$ cat src/rtl/serial_subtractor_if.sv
// Handshake/data bundle for the bit-serial subtractor.
//   start, a, b   : request and operands, driven by the requester (master)
//   busy, done    : status from the subtractor (slave)
//   out           : registered result, valid from the done cycle onward
//   borrow_out, zero, ovf : result flags, present only when SERIAL_SUB_FLAGS_EN is defined
interface serial_subtractor_if #(
    parameter int unsigned WIDTH = 8
);
    logic             start;
    logic [WIDTH-1:0] a;
    logic [WIDTH-1:0] b;
    logic             busy;
    logic             done;
    logic [WIDTH-1:0] out;
`ifdef SERIAL_SUB_FLAGS_EN
    logic             borrow_out;
    logic             zero;
    logic             ovf;
`endif

    modport master (
        output start, a, b,
`ifdef SERIAL_SUB_FLAGS_EN
        input  borrow_out, zero, ovf,
`endif
        input  busy, done, out
    );

    modport slave (
        input  start, a, b,
`ifdef SERIAL_SUB_FLAGS_EN
        output borrow_out, zero, ovf,
`endif
        output busy, done, out
    );
endinterface

$ cat src/rtl/serial_subtractor.sv
// Bit-serial WIDTH-bit subtractor: out = a - b (mod 2^WIDTH), one bit per clock, LSB first.
// Ports:
//   clk   : rising-edge clock
//   reset : synchronous, active-high; drops any operation in flight
//   bus   : serial_subtractor_if.slave (start/a/b in, busy/done/out out)
// Optional feature macro SERIAL_SUB_FLAGS_EN adds registered borrow_out, zero and ovf
// flags, updated together with out.
module serial_subtractor #(
    parameter int unsigned WIDTH = 8
) (
    input  logic               clk,
    input  logic               reset,
    serial_subtractor_if.slave bus
);
    localparam int unsigned CNT_W = (WIDTH > 2) ? $clog2(WIDTH) : 1;
    localparam logic [CNT_W-1:0] CNT_LAST = CNT_W'(WIDTH - 1);

    typedef enum logic [1:0] {
        IDLE  = 2'd0,
        SHIFT = 2'd1,
        DONE  = 2'd2
    } state_t;

    state_t           state_q, state_n;
    logic [WIDTH-1:0] a_q, a_n;
    logic [WIDTH-1:0] b_q, b_n;
    logic [WIDTH-1:0] acc_q, acc_n;
    logic [WIDTH-1:0] out_q, out_n;
    logic [CNT_W-1:0] cnt_q, cnt_n;
    logic             borrow_q, borrow_n;
    logic             busy_q, busy_n;
    logic             done_q, done_n;

    // One full-subtractor slice on the bit selected by cnt.
    logic bit_a_c, bit_b_c, diff_c, borrow_c;
    assign bit_a_c  = a_q[cnt_q];
    assign bit_b_c  = b_q[cnt_q];
    assign diff_c   = bit_a_c ^ bit_b_c ^ borrow_q;
    assign borrow_c = (~bit_a_c & bit_b_c) | (~(bit_a_c ^ bit_b_c) & borrow_q);

`ifdef SERIAL_SUB_FLAGS_EN
    logic borrow_out_q, borrow_out_n;
    logic zero_q, zero_n;
    logic ovf_q, ovf_n;
`endif

    // Next-state, datapath and output decode.
    always_comb begin
        state_n  = state_q;
        a_n      = a_q;
        b_n      = b_q;
        acc_n    = acc_q;
        out_n    = out_q;
        cnt_n    = cnt_q;
        borrow_n = borrow_q;
        busy_n   = 1'b0;
        done_n   = 1'b0;
`ifdef SERIAL_SUB_FLAGS_EN
        borrow_out_n = borrow_out_q;
        zero_n       = zero_q;
        ovf_n        = ovf_q;
`endif
        case (state_q)
            IDLE: begin
                if (bus.start) begin
                    state_n  = SHIFT;
                    a_n      = bus.a;
                    b_n      = bus.b;
                    borrow_n = 1'b0;
                    cnt_n    = '0;
                    busy_n   = 1'b1;
                end
            end
            SHIFT: begin
                // Result bits enter at the MSB; after WIDTH shifts bit 0 sits at the LSB.
                acc_n    = {diff_c, acc_q[WIDTH-1:1]};
                borrow_n = borrow_c;
                cnt_n    = cnt_q + CNT_W'(1);
                if (cnt_q == CNT_LAST) begin
                    state_n = DONE;
                    done_n  = 1'b1;
                    out_n   = acc_n;
`ifdef SERIAL_SUB_FLAGS_EN
                    borrow_out_n = borrow_c;
                    zero_n       = (acc_n == '0);
                    ovf_n        = (a_q[WIDTH-1] != b_q[WIDTH-1]) && (acc_n[WIDTH-1] != a_q[WIDTH-1]);
`endif
                end else begin
                    busy_n = 1'b1;
                end
            end
            DONE: begin
                state_n = IDLE;
            end
            default: begin
                state_n = IDLE;
            end
        endcase
    end

    // State and datapath registers.
    always_ff @(posedge clk) begin
        if (reset) begin
            state_q  <= IDLE;
            a_q      <= '0;
            b_q      <= '0;
            acc_q    <= '0;
            out_q    <= '0;
            cnt_q    <= '0;
            borrow_q <= 1'b0;
            busy_q   <= 1'b0;
            done_q   <= 1'b0;
`ifdef SERIAL_SUB_FLAGS_EN
            borrow_out_q <= 1'b0;
            zero_q       <= 1'b0;
            ovf_q        <= 1'b0;
`endif
        end else begin
            state_q  <= state_n;
            a_q      <= a_n;
            b_q      <= b_n;
            acc_q    <= acc_n;
            out_q    <= out_n;
            cnt_q    <= cnt_n;
            borrow_q <= borrow_n;
            busy_q   <= busy_n;
            done_q   <= done_n;
`ifdef SERIAL_SUB_FLAGS_EN
            borrow_out_q <= borrow_out_n;
            zero_q       <= zero_n;
            ovf_q        <= ovf_n;
`endif
        end
    end

    assign bus.busy = busy_q;
    assign bus.done = done_q;
    assign bus.out  = out_q;
`ifdef SERIAL_SUB_FLAGS_EN
    assign bus.borrow_out = borrow_out_q;
    assign bus.zero       = zero_q;
    assign bus.ovf        = ovf_q;
`endif
endmodule
$ cat src/flat_wrapper.sv
// flat-port wrapper written by rule: the top's interface ports become plain ports
module serial_subtractor_flat 
#(
    parameter int unsigned WIDTH = 8
)
  (clk, reset, bus_start, bus_a, bus_b, bus_busy, bus_done, bus_out);
  serial_subtractor_if #(.WIDTH(WIDTH)) bus_i ();
  input  logic clk;
  input  logic reset;
  input wire logic [$bits(bus_i.start)-1:0] bus_start;
  input wire logic [$bits(bus_i.a)-1:0] bus_a;
  input wire logic [$bits(bus_i.b)-1:0] bus_b;
  output wire logic [$bits(bus_i.busy)-1:0] bus_busy;
  output wire logic [$bits(bus_i.done)-1:0] bus_done;
  output wire logic [$bits(bus_i.out)-1:0] bus_out;
  assign bus_i.start = bus_start;
  assign bus_i.a = bus_a;
  assign bus_i.b = bus_b;
  assign bus_busy = bus_i.busy;
  assign bus_done = bus_i.done;
  assign bus_out = bus_i.out;
  serial_subtractor #(.WIDTH(WIDTH)) u_core (.clk(clk), .reset(reset), .bus(bus_i));
endmodule
$ cat config.mk
export PLATFORM = sky130hd
export DESIGN_NAME = serial_subtractor_flat
export DESIGN_NICKNAME = d
export VERILOG_FILES = /design/src/rtl/serial_subtractor_if.sv /design/src/rtl/serial_subtractor.sv /design/src/flat_wrapper.sv
export SDC_FILE = /design/constraint.sdc
export NUM_CORES = 1
export LEC_CHECK = 0
export ABC_AREA = 0
export BUFFER_PORTS_ARGS = -buffer_cell sky130_fd_sc_hd__buf_4
export CORE_ASPECT_RATIO = 0.8
export CORE_MARGIN = 2
export CORE_UTILIZATION = 52
export CTS_BUF_LIST = sky130_fd_sc_hd__clkbuf_2 sky130_fd_sc_hd__clkbuf_4 sky130_fd_sc_hd__clkbuf_8
export DETAILED_ROUTE_END_ITERATION = 8
export HOLD_SLACK_MARGIN = 0.12
export PLACE_DENSITY = 0.76
export SLEW_MARGIN = 20
export SYNTH_ARGS = -nofsm -noshare
export SYNTH_HDL_FRONTEND = slang
export SYNTH_SLANG_ARGS = --single-unit
$ cat constraint.sdc
create_clock -name clk -period 5.8 [get_ports clk]
set_clock_uncertainty 0.05 [all_clocks]
set_input_delay 0.87 -clock clk [delete_from_list [all_inputs] [get_ports clk]]
set_output_delay 0.87 -clock clk [all_outputs]
set_load 0.1 [all_outputs]
==> reports/results.txt, run 1 <==
synthesis warning total: 0
cell count along the critical path: 4
final max-slew violation count: 0
# rows: 17
Logic pwr share: 0.102
critical path class: reg -> reg
final design utilization: 0.6664
diode count: 0
Detailed Place HPWL: 2.201 mm
crit path DAT: 2.42 ns
clock slew at reported path FFs: 0.07 ns
Final Hold Vio Count: 0
htree depth: 2
total CTS buffers: 5
hold path startpoint: u_core.bus.out[4]
Lkg Pwr: 0.7708 nW
Max Cap Violations: 0
Die Wd: 64.73 um
TNS Setup: 0 ns
P_sw: 127.8 uW
fill count: 230
worst skew pair latency: 0.29 ns
Synth Flop Type: dfxtp_1
Synthesized Nets: 174
worst-case clock buffer depth: 2
element type at the critical path end: flip-flop
CTS tree: yes
delay-heaviest family, CP: multiplexers
pwr/cell area: 293.8 mW/mm^2
Post-Syn Area: 0.001534 mm^2
switch share: 0.2343
Slew HR: 0.6908
Post-DP Area: 0.001753 mm^2
worst hold path depth: 2
worst path required time: 5.95 ns
Vias/cell: 5.422
most frequent cell after synthesis: dfxtp_1
Post-synth EDFFs: 0
critical path startpoint category: flip-flop
Reg2Reg Capture Point: u_core.bus.out[7]
area grow syn2layout: 21.04%
via count: 1182
Peak VDD IR: 0.1756 mV
WL per Instance: 15.25 um
cts hold-fix bufs: 0
Cells after Synth: 152
Seq/Total Area, Yosys: 0.5090
global-route wire length before repair: 5.492 mm
GPL Wtd Cong: 0.7470
clock sink count: 39
worst-case reg-to-reg path depth: 4
post-layout min period: 2.262 ns
Post-DRT Antenna Nets: 0
launching point of the worst reg2reg path: u_core.cnt_q[0]
worst min path class: reg -> reg
Max Fanout on Critical Path: 6
vias in the first global route: 1138
unrepaired setup endpoints after global routing: false
Synth top cells by count: 39 x dfxtp_1, 25 x nor2_1, 19 x nand2_1
FF+latch count, synth: 39
Syn Area/Cell: 10.09 um^2
Crit-path slowest cell: mux4_1
Final period util: 0.3901
Clk network pwr share: 0.372
Reg area: 780.7 um^2
max incr delay on CP: 0.62 ns
post-synthesis cell type count: 23
R2R setup slack: 3.54 ns
post-CTS setup buffer count: 0
top cell type's share of synthesized area: 0.5090
Final Cell Area: 0.001857 mm^2
sequential share of power: 0.525
Initial Util: 0.5505
CTS resizes: 0
I/O Pins: 29
CTS Root Cell: clkbuf_8
dominant cell type by area after synthesis: dfxtp_1
layout cell share with drive strength beyond 1: 0.2222
CP bufs+invs: 0
initial antenna violation count: 0
drt drc: 0
drt first-iter violations: 88
Post-synth ARST share: 0
Fmax: 442.0 MHz
NumNets Final: 201
Die Y: 52.58 um
largest net degree at the start of global routing: 40
Post-Route WL: 3.324 mm
die area: 0.003403 mm^2
port bufs: 28
Worst Hold End: u_core.bus.out[4]
area of the multi-input gates: 695.7 um^2
status: finished, final reports clean
Int Pwr: 417.7 uW
CP Cell Sequence: mux4_1, mux2_2, fa_1, a311oi_1
DRT Pass-1 Iters: 5
Overall Global Routing Usage: 0.2215
Worst-Margin Slew: 0.4629 ns
core area: 0.002786 mm^2
ranking of synthesized cells by area: dfxtp_1 51%, mux2i_1 12%, mux4_1 6.9%, nor2_1 6.1%, a21oi_1 4.9%
final setup fails: 0
grt total ovfl: 0
==> tightest hold or removal path: cells and delay by family (launching register included) <==
family	cells	cell delay (ns)
AND/OR/NAND/NOR	1	0.05
AO/OA/AOI/OAI	1	0.05
flip-flops	1	0.31
==> layout by cell type, fill, tap and decap left out, drive strengths merged <==
| master | netlist | routed |
|---|---|---|
| o21bai | 1 | 1 |
| nor3b | 1 | 1 |
| nand2 | 19 | 19 |
| mux2i | 18 | 18 |
| inv | 1 | 1 |
| nand2b | 1 | 1 |
| dfxtp | 39 | 39 |
| mux2 | 1 | 1 |
| a211oi | 1 | 1 |
| buf | 5 | 30 |
| fa | 1 | 1 |
| a21oi | 15 | 15 |
| mux4 | 4 | 4 |
| nand3b | 1 | 1 |
| a22oi | 3 | 3 |
| ha | 2 | 2 |
| clkbuf | 5 | 8 |
| nand3 | 7 | 7 |
| a311oi | 1 | 1 |
| nor2 | 25 | 25 |
| nor2b | 1 | 1 |
==> cell families after synthesis <==
| logic type | Yosys count | synth area share |
|---|---|---|
| simple gates | 55 | 0.1485 |
| fa+ha+maj | 3 | 0.02936 |
| flops | 39 | 0.5090 |
| compound gates | 21 | 0.07912 |
| buf+inv | 11 | 0.04078 |
| mux | 23 | 0.1933 |
==> per-layer routing <==
metal	GRT usage	routed length, um	up-vias
li1	-	-	574
met1	0.2746	1457	559
met2	0.3454	1609	37
met3	0.06237	152	12
met4	0.1348	104	0
met5	0	0	-
==> area by class of cell <==
type / instances / area share
timing repair buffer: 30 / 0.1213
tap: 38 / 0.02561
sequential: 39 / 0.4205
clock buffer: 8 / 0.05593
multi-input combinational: 102 / 0.3747
inverter: 1 / 0.002022
==> per-stage QoR <==
step	total power [mW]	setup WS (ns)	hold slack, ns	std cells
6_report	0.5456	3.538	0.4064	218
3_3_place_gp	0.3438	3.661	0.3915	210
5_1_grt	0.5677	3.467	0.4405	218
3_5_place_dp	0.3476	3.581	0.3989	210
4_1_cts	0.5476	3.543	0.4088	218
2_1_floorplan	0.3296	3.743	0.3866	152
==> registers in the layout (all words and copies together), names as in the netlist <==
| name | flops |
|---|---|
| u_core.bus.out | 8 |
| u_core.b_q | 8 |
| u_core.acc_q | 7 |
| u_core.cnt_q | 3 |
| u_core.bus.done | 1 |
| u_core.a_q | 8 |
| u_core.bus.busy | 1 |
| u_core.borrow_q | 1 |
| u_core.state_q | 2 |
==> worst max path at each step <==
| stage | start | endpoint | slack, ns |
|---|---|---|---|
| final | u_core.cnt_q[0] | u_core.bus.out[7] | 3.54 |
| after global placement | u_core.cnt_q[0] | u_core.bus.out[7] | 3.66 |
| after global routing | u_core.cnt_q[0] | u_core.bus.out[7] | 3.47 |
| after CTS | u_core.cnt_q[0] | u_core.bus.out[7] | 3.54 |
| after detailed placement | u_core.cnt_q[0] | u_core.bus.out[7] | 3.58 |
| after floorplan | u_core.cnt_q[0] | u_core.bus.out[7] | 3.74 |
==> power by group through the flow <==
stage | clock, mW | sequential (mW) | combinational, mW
final | 0.203 | 0.287 | 0.0558
after detailed placement | 0 | 0.292 | 0.0556
after global routing | 0.219 | 0.288 | 0.0608
after floorplan | 0 | 0.292 | 0.0372
after CTS | 0.205 | 0.286 | 0.0561
after global placement | 0 | 0.291 | 0.0527
(Power assumes the default switching activity.)
==> inputs of run 2 (changes only) <==
==> constraint.sdc (replaced) <==
create_clock -name clk -period 2.26 [get_ports clk]
set_clock_uncertainty 0.05 [all_clocks]
set_input_delay 0.339 -clock clk [delete_from_list [all_inputs] [get_ports clk]]
set_output_delay 0.339 -clock clk [all_outputs]
set_load 0.1 [all_outputs]
==> reports/results.txt, run 2 (synthesis gave the netlist of run 1 again) <==
CTS tree: yes (unchanged)
port bufs: 28 (unchanged)
worst skew pair latency: 0.29 ns (about the same)
Overall Global Routing Usage: 0.2135 (was 0.2215)
critical path startpoint category: flip-flop (unchanged)
top sig layer: met4 (unchanged)
worst hold slack: 0.2261 ns (was 0.4064 ns)
switch share: 0.2319 (was 0.2343)
I/O Pins: 29 (unchanged)
drt first-iter violations: 75 (was 88)
commonest cells after routing, fill and taps aside: 38 x dfxtp_1, 33 x buf_4, 25 x nor2_1 (was 39 x dfxtp_1, 30 x buf_4, 25 x nor2_1)
drt drc: 0 (unchanged)
final setup fails: 0 (unchanged)
Peak VDD IR: 0.4484 mV (was 0.1756 mV)
clock sink count: 39 (unchanged)
pwr/cell area: 742.9 mW/mm^2 (was 293.8 mW/mm^2)
largest net degree at the start of global routing: 40 (unchanged)
Int Pwr: 1.077 mW (was 417.7 uW)
met2 wire len: 1.447 mm (was 1.609 mm)
Final Hold Vio Count: 0 (unchanged)
post-layout min period: 2.162 ns (was 2.262 ns)
DRT Pass-1 Iters: 4 (was 5)
cts hold-fix bufs: 0 (unchanged)
crit path DAT: 2.32 ns (was 2.42 ns)
vias in the first global route: 1139 (was 1138)
area grow syn2layout: 23.00% (was 21.04%)
NumNets Final: 204 (was 201)
sequential share of power: 0.523 (was 0.525)
Vias/cell: 5.348 (was 5.422)
CTS Root Cell: clkbuf_8 (unchanged)
Worst-Margin Slew: 0.3995 ns (was 0.4629 ns)
Die Y: 52.58 um (unchanged)
diode count: 0 (unchanged)
P_sw: 325.1 uW (was 127.8 uW)
total CTS buffers: 5 (unchanged)
unrepaired setup endpoints after global routing: false (unchanged)
Detailed Place HPWL: 2.198 mm (was 2.201 mm)
Initial Util: 0.5505 (unchanged)
grt total ovfl: 0 (unchanged)
Met1 Wirelength: 1.381 mm (was 1.457 mm)
R2R setup slack: 0.1 ns (was 3.54 ns)
Clk network pwr share: 0.371 (was 0.372)
Worst Setup Slack, final: 0.09815 ns (was 3.538 ns)
global-route wire length before repair: 5.133 mm (was 5.492 mm)
GPL Wtd Cong: 0.7202 (was 0.7470)
commonest non-fill, non-tap cell in the layout: dfxtp_1 (unchanged)
via count: 1182 (unchanged)
element type at the critical path end: flip-flop (unchanged)
core area: 0.002786 mm^2 (unchanged)
Slew HR: 0.7329 (was 0.6908)
metal3 WL: 130 um (was 152 um)
critical path class: reg -> reg (unchanged)
Max Cap Violations: 0 (unchanged)
worst path required time: 2.41 ns (was 5.95 ns)
htree depth: 2 (unchanged)
WL per Instance: 13.90 um (was 15.25 um)
worst-case clock buffer depth: 2 (unchanged)
layout cell share with drive strength beyond 1: 0.2459 (was 0.2222)
Lkg Pwr: 0.7876 nW (was 0.7708 nW)
Final period util: 0.9566 (was 0.3901)
Fmax: 462.6 MHz (was 442.0 MHz)
clock slew at reported path FFs: 0.07 ns (about the same)
die area: 0.003403 mm^2 (unchanged)
overall power: 1.402 mW (was 545.6 uW)
# rows: 17 (unchanged)
Logic pwr share: 0.105 (was 0.102)
Max Fanout on Critical Path: 6 (unchanged)
final max-slew violation count: 0 (unchanged)
worst min path class: in -> reg (was reg -> reg)
pre-CTS setup slack: -0.03008 ns (was 3.581 ns)
Post-Route WL: 3.071 mm (was 3.324 mm)
initial antenna violation count: 0 (unchanged)
Post-DRT Antenna Nets: 0 (unchanged)
status: finished, final reports clean (unchanged)
Die Wd: 64.73 um (unchanged)
run 2: cell types whose count changed in the layout (fill, tap and decap cells not counted), sizes merged:
cell	before	now
buf	30	33
run 2: final cells by class:
type                       count  area, um^2
fill                         209       899.6
sequential                    39       782.0
multi-input combinational    102       701.9
timing repair buffer          33       247.7
clock buffer                   8       103.9
tap                           38       47.55
inverter                       1       3.754
run 2: stage by stage:
| stage | instance area [um^2] | instances | utilization | TNS, ns |
|---|---|---|---|---|
| 2_1_floorplan | 1534 | 152 | - | 0 |
| 3_3_place_gp | 1775 | 213 | 0.6372 | 0 |
| 3_5_place_dp | 1775 | 213 | 0.6372 | -0.03008 |
| 4_1_cts | 1881 | 221 | 0.6749 | 0 |
| 5_1_grt | 1887 | 221 | 0.6771 | 0 |
| 6_report | 1887 | 221 | 0.6771 | 0 |
run 2: worst max-delay path, stage by stage, from the launching register on:
cell,delay (ns)
dfxtp_2,0.42
mux4_1,0.57
mux2_2,0.29
fa_1,0.48
a311oi_2,0.26
run 2: timing repair:
item	CTS	global route
resized for setup	1	1
setup buffers	0	0
setup endpoints to repair	1	1
hold endpoints to repair	0	0
run 2: power groups by stage:
| stage | Combinational, mW | Clock (mW) | Sequential [mW] |
|---|---|---|---|
| after floorplan | 0.0955 | 0 | 0.750 |
| after global placement | 0.138 | 0 | 0.747 |
| after detailed placement | 0.147 | 0 | 0.748 |
| after CTS | 0.147 | 0.530 | 0.733 |
| after global routing | 0.163 | 0.557 | 0.736 |
| final | 0.147 | 0.521 | 0.734 |
run 2: layer usage:
metal,global-route usage,up-vias
met3,0.06237,10
met4,0.1667,0
met1,0.2555,559
met5,0,-
met2,0.3247,29
li1,-,584
run 2: path summary, 6_finish.rpt:
check | start | endpoint | cells after the start
setup reg to reg | u_core.cnt_q[0] | u_core.bus.out[7] | 4
hold reg to reg | u_core.bus.out[3] | u_core.bus.out[3] | 2
setup / recovery | u_core.cnt_q[0] | u_core.bus.out[7] | 4
hold / removal | bus_b[5] | u_core.b_q[5] | 3
==> inputs of run 3 (changes only) <==
--- a/config.mk
+++ b/config.mk
@@ -9,11 +9,11 @@
 export BUFFER_PORTS_ARGS = -buffer_cell sky130_fd_sc_hd__buf_4
 export CORE_ASPECT_RATIO = 0.8
 export CORE_MARGIN = 2
-export CORE_UTILIZATION = 52
+export CORE_UTILIZATION = 56
 export CTS_BUF_LIST = sky130_fd_sc_hd__clkbuf_2 sky130_fd_sc_hd__clkbuf_4 sky130_fd_sc_hd__clkbuf_8
 export DETAILED_ROUTE_END_ITERATION = 8
 export HOLD_SLACK_MARGIN = 0.12
-export PLACE_DENSITY = 0.76
+export PLACE_DENSITY = 0.8
 export SLEW_MARGIN = 20
 export SYNTH_ARGS = -nofsm -noshare
 export SYNTH_HDL_FRONTEND = slang
==> reports/results.txt, run 3 (synthesis gave the netlist of run 1 again) <==
initial antenna violation count: 0 (unchanged)
NumNets Final: 204 (unchanged)
CP bufs+invs: 0 (unchanged)
core area: 0.002522 mm^2 (was 0.002786 mm^2)
status: finished, final reports clean (unchanged)
largest net degree at the start of global routing: 40 (unchanged)
Vias/cell: 5.346 (was 5.348)
Post-DP Area: 0.001773 mm^2 (was 0.001775 mm^2)
R2R setup slack: 0.13 ns (was 0.1 ns)
I/O Pins: 29 (unchanged)
vias in the first global route: 1058 (was 1139)
Slew HR: 0.7480 (was 0.7329)
launching point of the worst reg2reg path: u_core.cnt_q[0] (unchanged)
post-layout min period: 2.131 ns (was 2.162 ns)
CTS tree: yes (unchanged)
unrepaired setup endpoints after global routing: false (unchanged)
Final Cell Area: 0.001819 mm^2 (was 0.001887 mm^2)
global-route wire length before repair: 4.802 mm (was 5.133 mm)
final max-slew violation count: 0 (unchanged)
worst hold path depth: 3 (unchanged)
Cells after DPL: 211 (was 213)
worst-case reg-to-reg path depth: 4 (unchanged)
TNS Setup: 0 ns (unchanged)
Die Y: 50.81 um (was 52.58 um)
element type at the critical path end: flip-flop (unchanged)
layout cell share with drive strength beyond 1: 0.2320 (was 0.2459)
Detailed Place HPWL: 2.177 mm (was 2.198 mm)
Max Fanout on Critical Path: 6 (unchanged)
DRT Pass-1 Iters: 4 (unchanged)
diode count: 0 (unchanged)
WL per Instance: 13.75 um (was 13.90 um)
clock slew at reported path FFs: 0.10 ns (was 0.07 ns)
CP Cell Sequence: mux4_1, mux2_2, fa_1, a311oi_1 (was mux4_1, mux2_2, fa_1, a311oi_2)
Final Hold Vio Count: 0 (unchanged)
delay-heaviest family, CP: multiplexers (unchanged)
commonest non-fill, non-tap cell in the layout: dfxtp_1 (unchanged)
htree depth: 2 (unchanged)
clock sink count: 39 (unchanged)
max incr delay on CP: 0.57 ns (about the same)
Worst-Margin Slew: 0.3768 ns (was 0.3995 ns)
# rows: 16 (was 17)
worst path required time: 2.46 ns (was 2.41 ns)
Worst Hold End: u_core.a_q[2] (was u_core.b_q[5])
Lkg Pwr: 0.7594 nW (was 0.7876 nW)
total CTS buffers: 5 (unchanged)
drt drc: 0 (unchanged)
Layout Cells excl Fill: 217 (was 221)
port bufs: 28 (unchanged)
grt total ovfl: 0 (unchanged)
hold path startpoint: bus_a[2] (was bus_b[5])
worst skew pair latency: 0.34 ns (was 0.29 ns)
Reg2Reg Capture Point: u_core.bus.out[7] (unchanged)
final setup fails: 0 (unchanged)
die area: 0.003176 mm^2 (was 0.003403 mm^2)
worst min path class: in -> reg (unchanged)
crit path DAT: 2.33 ns (was 2.32 ns)
Peak VDD IR: 0.4954 mV (was 0.4484 mV)
commonest cells after routing, fill and taps aside: 38 x dfxtp_1, 33 x buf_4, 25 x nor2_1 (unchanged)
Initial Util: 0.6081 (was 0.5505)
post-CTS setup buffer count: 0 (unchanged)
via count: 1160 (was 1182)
Max Cap Violations: 0 (unchanged)
GPL Wtd Cong: 0.7496 (was 0.7202)
Crit-path slowest cell: mux4_1 (unchanged)
drt first-iter violations: 66 (was 75)
critical path launch point: u_core.cnt_q[0] (unchanged)
overall power: 1.206 mW (was 1.402 mW)
Post-DRT Antenna Nets: 0 (unchanged)
critical path class: reg -> reg (unchanged)
worst-case clock buffer depth: 2 (unchanged)
Overall Global Routing Usage: 0.2008 (was 0.2135)
CTS Root Cell: clkbuf_4 (was clkbuf_8)
area grow syn2layout: 18.60% (was 23.00%)
pwr/cell area: 662.9 mW/mm^2 (was 742.9 mW/mm^2)
Fmax: 469.2 MHz (was 462.6 MHz)
Final period util: 0.9430 (was 0.9566)
Post-Route WL: 2.984 mm (was 3.071 mm)
Die Wd: 62.52 um (was 64.73 um)
critical path startpoint category: flip-flop (unchanged)
run 3: cell types whose count changed in the layout (fill, tap and decap cells not counted):
cell,before,now
a311oi_2,1,0
clkbuf_8,7,0
a311oi_1,0,1
clkbuf_4,1,6
run 3: cell type report:
class                           count  area [um^2]
Inverter                            1        3.754
Tap cell                           36        45.04
Multi-Input combinational cell    102        695.7
Timing Repair Buffer               33        247.7
Fill cell                         204        703.2
Sequential cell                    39        782.0
Clock buffer                        6        45.04
run 3: power breakdown:
part	switching [mW]	internal, mW	total (mW)
logic	0.0729	0.0714	0.144
clock network	0.206	0.123	0.328
registers	0.0194	0.714	0.733
run 3: worst reg2reg max path: stages (launching register included):
cell and delay, ns:
dfxtp_2 0.43, mux4_1 0.57, mux2_2 0.29, fa_1 0.46, a311oi_1 0.26
run 3: through the flow:
stage	setup slack, ns	hold slack, ns	utilization
3_3_place_gp	0.1277	0.3924	0.7029
2_1_floorplan	0.2031	0.3866	-
6_report	0.1288	0.1810	0.7212
5_1_grt	0.02349	0.1860	0.7212
4_1_cts	0.03521	0.1762	0.7207
3_5_place_dp	0.06202	0.4056	0.7029
run 3: metal layers:
metal	global-route usage	part of all wire	vias to the layer above
met4	0.08889	0.013	0
met2	0.3208	0.48	30
li1	-	-	583
met5	0	0	-
met1	0.2589	0.46	542
met3	0.05507	0.046	5
run 3: worst max-delay path by stage:
stage	end	slack (ns)	cells after the start
floorplan	u_core.bus.out[7]	0.20	5
global placement	u_core.bus.out[7]	0.13	4
detailed placement	u_core.bus.out[7]	0.06	4
CTS	u_core.bus.out[7]	0.04	4
global route	u_core.bus.out[7]	0.02	4
finish	u_core.bus.out[7]	0.13	4
run 3: timing repair:
item | 4_1_cts | 5_1_grt
gates resized for setup | 0 | 1
hold buffers | 0 | 0
endpoints found under the setup margin | 0 | 1
endpoints found under the hold margin | 0 | 0
